[config.mk]
export PLATFORM = sky130hd
export DESIGN_NAME = rib_bus_flat
export DESIGN_NICKNAME = d
export VERILOG_FILES = /design/src/rtl/rib_bus_if.sv /design/src/rtl/rib_bus.sv /design/src/flat_wrapper.sv
export SDC_FILE = /design/constraint.sdc
export NUM_CORES = 1
export LEC_CHECK = 0
export BUFFER_PORTS_ARGS = -buffer_cell sky130_fd_sc_hd__buf_4
export CORE_AREA = 3 3 464 466
export DETAILED_ROUTE_END_ITERATION = 12
export DIE_AREA = 0 0 467 469
export SYNTH_ARGS = -nofsm -noshare
export SYNTH_HDL_FRONTEND = slang
export SYNTH_SLANG_ARGS = --single-unit
[constraint.sdc]
create_clock -name clk -period 4.8 [get_ports clk]
set_clock_uncertainty 0.15 [all_clocks]
set_input_delay 0.96 -clock clk [delete_from_list [all_inputs] [get_ports clk]]
set_output_delay 0.96 -clock clk [all_outputs]
set_load 0.005 [all_outputs]
[src/rtl/rib_bus_if.sv]
// Bundled master- and slave-side signals of the RIB crossbar.
// Addresses and data are 32 bits wide.
interface rib_bus_if #(
  parameter int NM = 4,
  parameter int NS = 8
);
  logic [NM-1:0][31:0] m_addr_i;
  logic [NM-1:0][31:0] m_data_i;
  logic [NM-1:0]       m_req_i;
  logic [NM-1:0]       m_we_i;
  logic [NM-1:0][31:0] m_data_o;
  logic [NM-1:0]       m_ready_o;
  logic [NM-1:0]       m_err_o;
  logic [NS-1:0][31:0] s_addr_o;
  logic [NS-1:0][31:0] s_data_o;
  logic [NS-1:0]       s_we_o;
  logic [NS-1:0]       s_req_o;
  logic [NS-1:0][31:0] s_data_i;
  logic [NS-1:0]       s_ready_i;
  logic                hold_flag_o;

  // slave: the fabric itself; master: the surrounding cores and memories
  modport slave (
    input  m_addr_i, m_data_i, m_req_i, m_we_i, s_data_i, s_ready_i,
    output m_data_o, m_ready_o, m_err_o, s_addr_o, s_data_o, s_we_o, s_req_o,
           hold_flag_o
  );

  modport master (
    output m_addr_i, m_data_i, m_req_i, m_we_i, s_data_i, s_ready_i,
    input  m_data_o, m_ready_o, m_err_o, s_addr_o, s_data_o, s_we_o, s_req_o,
           hold_flag_o
  );
endinterface

[src/rtl/rib_bus.sv]
// RIB crossbar: arbitrates NM masters onto NS slaves (addr[31:28] selects),
// with zero-wait completion, frozen grant while waiting, timeout and abort.
module rib_bus #(
  parameter int         NM         = 4,
  parameter int         NS         = 8,
  parameter int         ARB_RR     = 0,
  parameter logic [7:0] HOLD_MASK  = 8'b0000_1100,
  parameter int         NOP_MASTER = 1,
  parameter int         TIMEOUT    = 16
) (
  input logic      clk,
  input logic      rst,
  rib_bus_if.slave bus
);
  localparam int          MW          = $clog2(NM);
  localparam int          CW          = $clog2(TIMEOUT + 1);
  localparam logic [31:0] INST_NOP    = 32'h0000_0013;
  localparam logic        HoldEnable  = 1'b1;
  localparam logic        HoldDisable = 1'b0;

  typedef enum logic {IDLE, WAIT} state_e;

  state_e          state_q, state_d;
  logic [MW-1:0]   gnt_q, gnt_d;
  logic [MW-1:0]   rr_ptr_q, rr_ptr_d;
  logic [CW-1:0]   tmo_cnt_q, tmo_cnt_d;

  logic [MW-1:0]   arb_idx, cand, cur;
  logic            arb_found, active, timed_out, in_range, drive;
  logic            done, err, sel_ready;
  logic [3:0]      sel;
  logic [31:0]     sel_rdata;
  int unsigned     sum;

  logic [NM-1:0][31:0] m_data;
  logic [NM-1:0]       m_ready, m_err;
  logic [NS-1:0][31:0] s_addr, s_data;
  logic [NS-1:0]       s_we, s_req;
  logic                hold;

  always_ff @(posedge clk) begin
    if (rst) begin
      state_q   <= IDLE;
      gnt_q     <= '0;
      rr_ptr_q  <= '0;
      tmo_cnt_q <= '0;
    end else begin
      state_q   <= state_d;
      gnt_q     <= gnt_d;
      rr_ptr_q  <= rr_ptr_d;
      tmo_cnt_q <= tmo_cnt_d;
    end
  end

  always_comb begin
    arb_found = 1'b0;
    arb_idx   = '0;
    cand      = '0;
    sum       = 0;
    for (int unsigned i = 0; i < NM; i++) begin
      sum = (ARB_RR != 0) ? 32'(rr_ptr_q) + i : i;
      if (sum >= NM) sum = sum - NM;
      cand = MW'(sum);
      if (!arb_found && bus.m_req_i[cand]) begin
        arb_found = 1'b1;
        arb_idx   = cand;
      end
    end
  end

  always_comb begin
    state_d   = state_q;
    gnt_d     = gnt_q;
    rr_ptr_d  = rr_ptr_q;
    tmo_cnt_d = tmo_cnt_q;
    m_data    = '0;
    m_ready   = '0;
    m_err     = '0;
    s_addr    = '0;
    s_data    = '0;
    s_we      = '0;
    s_req     = '0;
    sel_ready = 1'b0;
    sel_rdata = '0;
    done      = 1'b0;
    err       = 1'b0;
    m_data[MW'(NOP_MASTER)] = INST_NOP;

    // in WAIT the registered grant is frozen; a dropped request aborts it
    cur       = (state_q == WAIT) ? gnt_q : arb_idx;
    active    = (state_q == WAIT) ? bus.m_req_i[gnt_q] : arb_found;
    timed_out = (state_q == WAIT) && (tmo_cnt_q == CW'(TIMEOUT - 1));
    sel       = bus.m_addr_i[cur][31:28];
    in_range  = 32'(sel) < 32'(NS);
    drive     = active && in_range && !timed_out && !rst;

    for (int unsigned j = 0; j < NS; j++) begin
      if (sel == 4'(j)) begin
        sel_ready = bus.s_ready_i[j];
        sel_rdata = bus.s_data_i[j];
        if (drive) begin
          s_req[j]  = 1'b1;
          s_we[j]   = bus.m_we_i[cur];
          s_addr[j] = bus.m_addr_i[cur];
          s_data[j] = bus.m_data_i[cur];
        end
      end
    end

    if (active) begin
      if (!in_range || timed_out) begin
        done = 1'b1;
        err  = 1'b1;
      end else if (sel_ready) begin
        done = 1'b1;
      end
    end

    if (!active) begin
      state_d   = IDLE;
      tmo_cnt_d = '0;
    end else if (done) begin
      state_d   = IDLE;
      tmo_cnt_d = '0;
      if (ARB_RR != 0)
        rr_ptr_d = (cur == MW'(NM - 1)) ? '0 : cur + 1'b1;
    end else if (state_q == IDLE) begin
      state_d   = WAIT;
      gnt_d     = cur;
      tmo_cnt_d = '0;
    end else begin
      tmo_cnt_d = tmo_cnt_q + 1'b1;
    end

    if (active && !rst) begin
      m_ready[cur] = done;
      m_err[cur]   = err;
      m_data[cur]  = (done && !err) ? sel_rdata : '0;
    end

    hold = (!rst && ((|(bus.m_req_i & HOLD_MASK[NM-1:0])) || state_q == WAIT))
           ? HoldEnable : HoldDisable;
  end

  assign bus.m_data_o    = m_data;
  assign bus.m_ready_o   = m_ready;
  assign bus.m_err_o     = m_err;
  assign bus.s_addr_o    = s_addr;
  assign bus.s_data_o    = s_data;
  assign bus.s_we_o      = s_we;
  assign bus.s_req_o     = s_req;
  assign bus.hold_flag_o = hold;
endmodule

[src/flat_wrapper.sv]
// flat-port wrapper written by rule: the top's interface ports become plain ports
module rib_bus_flat 
#(
  parameter int         NM         = 4,
  parameter int         NS         = 8,
  parameter int         ARB_RR     = 0,
  parameter logic [7:0] HOLD_MASK  = 8'b0000_1100,
  parameter int         NOP_MASTER = 1,
  parameter int         TIMEOUT    = 16
)
  (clk, rst, bus_m_addr_i, bus_m_data_i, bus_m_req_i, bus_m_we_i, bus_s_data_i, bus_s_ready_i, bus_m_data_o, bus_m_ready_o, bus_m_err_o, bus_s_addr_o, bus_s_data_o, bus_s_we_o, bus_s_req_o, bus_hold_flag_o);
  rib_bus_if #(.NM(NM), .NS(NS)) bus_i ();
  input logic clk;
  input logic rst;
  input wire logic [$bits(bus_i.m_addr_i)-1:0] bus_m_addr_i;
  input wire logic [$bits(bus_i.m_data_i)-1:0] bus_m_data_i;
  input wire logic [$bits(bus_i.m_req_i)-1:0] bus_m_req_i;
  input wire logic [$bits(bus_i.m_we_i)-1:0] bus_m_we_i;
  input wire logic [$bits(bus_i.s_data_i)-1:0] bus_s_data_i;
  input wire logic [$bits(bus_i.s_ready_i)-1:0] bus_s_ready_i;
  output wire logic [$bits(bus_i.m_data_o)-1:0] bus_m_data_o;
  output wire logic [$bits(bus_i.m_ready_o)-1:0] bus_m_ready_o;
  output wire logic [$bits(bus_i.m_err_o)-1:0] bus_m_err_o;
  output wire logic [$bits(bus_i.s_addr_o)-1:0] bus_s_addr_o;
  output wire logic [$bits(bus_i.s_data_o)-1:0] bus_s_data_o;
  output wire logic [$bits(bus_i.s_we_o)-1:0] bus_s_we_o;
  output wire logic [$bits(bus_i.s_req_o)-1:0] bus_s_req_o;
  output wire logic [$bits(bus_i.hold_flag_o)-1:0] bus_hold_flag_o;
  assign bus_i.m_addr_i = bus_m_addr_i;
  assign bus_i.m_data_i = bus_m_data_i;
  assign bus_i.m_req_i = bus_m_req_i;
  assign bus_i.m_we_i = bus_m_we_i;
  assign bus_i.s_data_i = bus_s_data_i;
  assign bus_i.s_ready_i = bus_s_ready_i;
  assign bus_m_data_o = bus_i.m_data_o;
  assign bus_m_ready_o = bus_i.m_ready_o;
  assign bus_m_err_o = bus_i.m_err_o;
  assign bus_s_addr_o = bus_i.s_addr_o;
  assign bus_s_data_o = bus_i.s_data_o;
  assign bus_s_we_o = bus_i.s_we_o;
  assign bus_s_req_o = bus_i.s_req_o;
  assign bus_hold_flag_o = bus_i.hold_flag_o;
  rib_bus #(.NM(NM), .NS(NS), .ARB_RR(ARB_RR), .HOLD_MASK(HOLD_MASK), .NOP_MASTER(NOP_MASTER), .TIMEOUT(TIMEOUT)) u_core (.clk(clk), .rst(rst), .bus(bus_i));
endmodule
==> metrics <==
status complete, but fails checks; failing checks negative setup slack; Synth Flop Type dfxtp_1; Multi-input gate area 8160 um^2; Switch Pwr 0.00446 W; DR vias 20.1k; Final Hold Vio Count 0; RSZ-0062 raised after global routing true; final period utilization 107%; YS warnings 0; layout cell share with drive strength beyond 1 53.9%; Hold WS 0.298 ns; post-synthesis sequential area ratio 1.88%; # port buffers 1174; register bit count reported by yosys 8; Overflow after GRT 0; CTS tree done; Tot GR Track Use 13.0%; HP Class register to register; syn avg cell area 4.85 um^2; CTS H-tree depth 1; first-pass GRT wire length 187000 um; relative slew slack 48.5%; Fmax 195 MHz; Die ar. 219000 um^2; Initial Util 4.03%; Post-synth EDFFs 0; switch share 59.4%; Crit Path Max Fanout 6; DRC 0; final setup vio count 85; worst ir drop on vdd 0.000143 V; Yosys cell types 71; Max Slew Vio Count 0; clk buf depth 2; required time worst endpoint 3.69 ns; die width 467 um; DP HPWL 129000 um; vias in the first global route 18.1k; final WL 155000 um; Detailed Routing Iterations Pass 1 6; sequential power share 1.2%; max-cap check violation count 0; Worst EP arrival 4.02 ns; Iter 0 DRT Violations 2283; Worst-Margin Slew 0.773 ns; clock sinks 8; Leak 12.3 nW; CTS root buf clkbuf_16; clk slew on worst S/H paths 0.04 ns; hold depth 1; fill count 24.8k; Synth async-reset ratio 0%; Setup crit end kind output port; Final Worst Setup Slack -0.333 ns; pin count of the biggest net entering global routing 98; internal power 0.00305 W; CTS buffer count 3; Power Density 294 nW/um^2; DIE HEIGHT 469 um; Nets 3680; post-synthesis cell count 1759; reg2reg path depth 13; Mapped Area 8520 um^2; routed vias/inst 3.35; ANT nets after route 0; Setup CP Type input port to output port; Clk network pwr share 1.9%; # IOs 1195; core footprint 212000 um^2; register area 161 um^2; area delta synth->final 200%; Gate power share 96.9%; final worst path period need 5.13 ns; gp weighted congestion 1.01; # rows 169; wire per inst 25.8 um; TNS Setup -14.92 ns; clk_lat worst skew 0.23 ns; initial antenna violation count 103; Critical Path Start Type input port
placed cells by master, fill, tap and decap left out, types with 11 or more instances in the layout:
cell      count
nand3_1     177
diode_2      40
a222oi_1     15
buf_6        43
nor2_1      561
nor3_1       20
nor2_2       32
inv_1        33
o21a_1       15
nand2_1     342
buf_12       97
o21ai_0      15
or3_1        15
a21oi_1      54
conb_1       20
o211ai_1     35
buf_4      1390
o31ai_1      13
a32oi_1      11
a21boi_0     18
synthesized netlist by cell type, drive strengths merged (8+ instances only):
cell type / number / share of area [%]
o22ai: 13 / 0.95
nand3: 181 / 11
o21ai: 18 / 1.1
o31ai: 19 / 1.7
a211oi: 11 / 1.2
o2111ai: 11 / 1.1
buf: 85 / 5.8
dfxtp: 8 / 1.9
nor3: 27 / 1.6
and3: 8 / 0.59
nor2: 602 / 27
a32oi: 15 / 1.5
a21boi: 21 / 1.8
or3: 16 / 1.2
o211ai: 37 / 3.4
o221ai: 9 / 0.92
a222oi: 15 / 1.8
a22oi: 8 / 0.70
a21oi: 64 / 3.8
nand2: 354 / 16
o21a: 15 / 1.3
clkbuf: 102 / 4.5
inv: 35 / 1.5
final timing paths:
kind                            start             endpoint  slack, ns
setup / recovery       bus_m_req_i[1]     bus_m_data_o[83]      -0.33
setup reg to reg       u_core.state_q      u_core.gnt_q[1]       1.39
hold reg to reg   u_core.tmo_cnt_q[0]  u_core.tmo_cnt_q[0]       0.30
hold / removal    u_core.tmo_cnt_q[0]  u_core.tmo_cnt_q[0]       0.30
state kept, by name (all words and copies together), names as in the netlist:
signal / flops
u_core.gnt_q: 2
u_core.state_q: 1
u_core.tmo_cnt_q: 5
what timing repair did:
item,4_1_cts,5_1_grt
setup buffers,33,9
gates resized for setup,110,89
hold buffers,0,0
setup endpoints to repair,235,285
cloned,10,5
pin swaps,86,27
kinds of logic (layout without fill, tap and decap cells):
family / count (synthesis) / after routing / synth area share (%)
compound gates: 298 / 299 / 25.9
xor+xnor: 2 / 2 / 0.206
fa+ha+maj: 2 / 2 / 0.294
buf+inv: 222 / 1589 / 11.8
flops: 8 / 8 / 1.88
mux: 8 / 8 / 1.09
other cells: 1 / 60 / 0.0440
simple gates: 1218 / 1218 / 58.8
per-stage QoR:
step,util [%],setup WS [ns],std cells,cell area (um^2),total power (W)
2_1_floorplan,-,0.591,1778,8590,0.00213
3_3_place_gp,11.3,-0.492,5910,23800,0.00685
3_5_place_dp,11.3,-0.449,5910,23800,0.00683
4_1_cts,11.8,-0.247,5953,24900,0.00745
5_1_grt,12.1,-0.346,5991,25500,0.00785
6_report,12.1,-0.333,6007,25600,0.00751
worst max-delay path, stage by stage:
cell and delay [ns]:
buf_8 0.11, or2_4 0.26, o2111a_1 0.29, buf_6 0.13, a21o_4 0.22, buf_12 0.16
or3_4 0.32, a32oi_2 0.25, o211ai_1 0.11, a222oi_1 0.70, buf_4 0.30, nor2_2 0.06
buf_4 0.14
layout make-up:
cell class | count | share of cell area, %
multi-input combinational | 1549 | 31.9
tap | 2821 | 13.8
antenna | 40 | 0.392
sequential | 8 | 0.631
timing repair buffer | 1551 | 52.4
clock buffer | 3 | 0.294
inverter | 35 | 0.514
routing by layer:
layer / GRT usage [%] / part of all wire, % / up-vias
li1: - / - / 8719
met3: 3.59 / 9.5 / 283
met5: 0.108 / 0.22 / -
met4: 5.56 / 4.4 / 48
met1: 15.3 / 38 / 9437
met2: 22.0 / 48 / 1627
power by group through the flow:
| stage | clock network (W) | registers, W | logic [W] |
|---|---|---|---|
| global route | 0.000146 | 0.0000948 | 0.00761 |
| floorplan | 0 | 0.0000830 | 0.00205 |
| finish | 0.000139 | 0.0000933 | 0.00728 |
| global placement | 0 | 0.0000907 | 0.00676 |
| detailed placement | 0 | 0.0000907 | 0.00674 |
| CTS | 0.000142 | 0.0000909 | 0.00722 |
No activity file was read; power rests on OpenSTA's default activity.
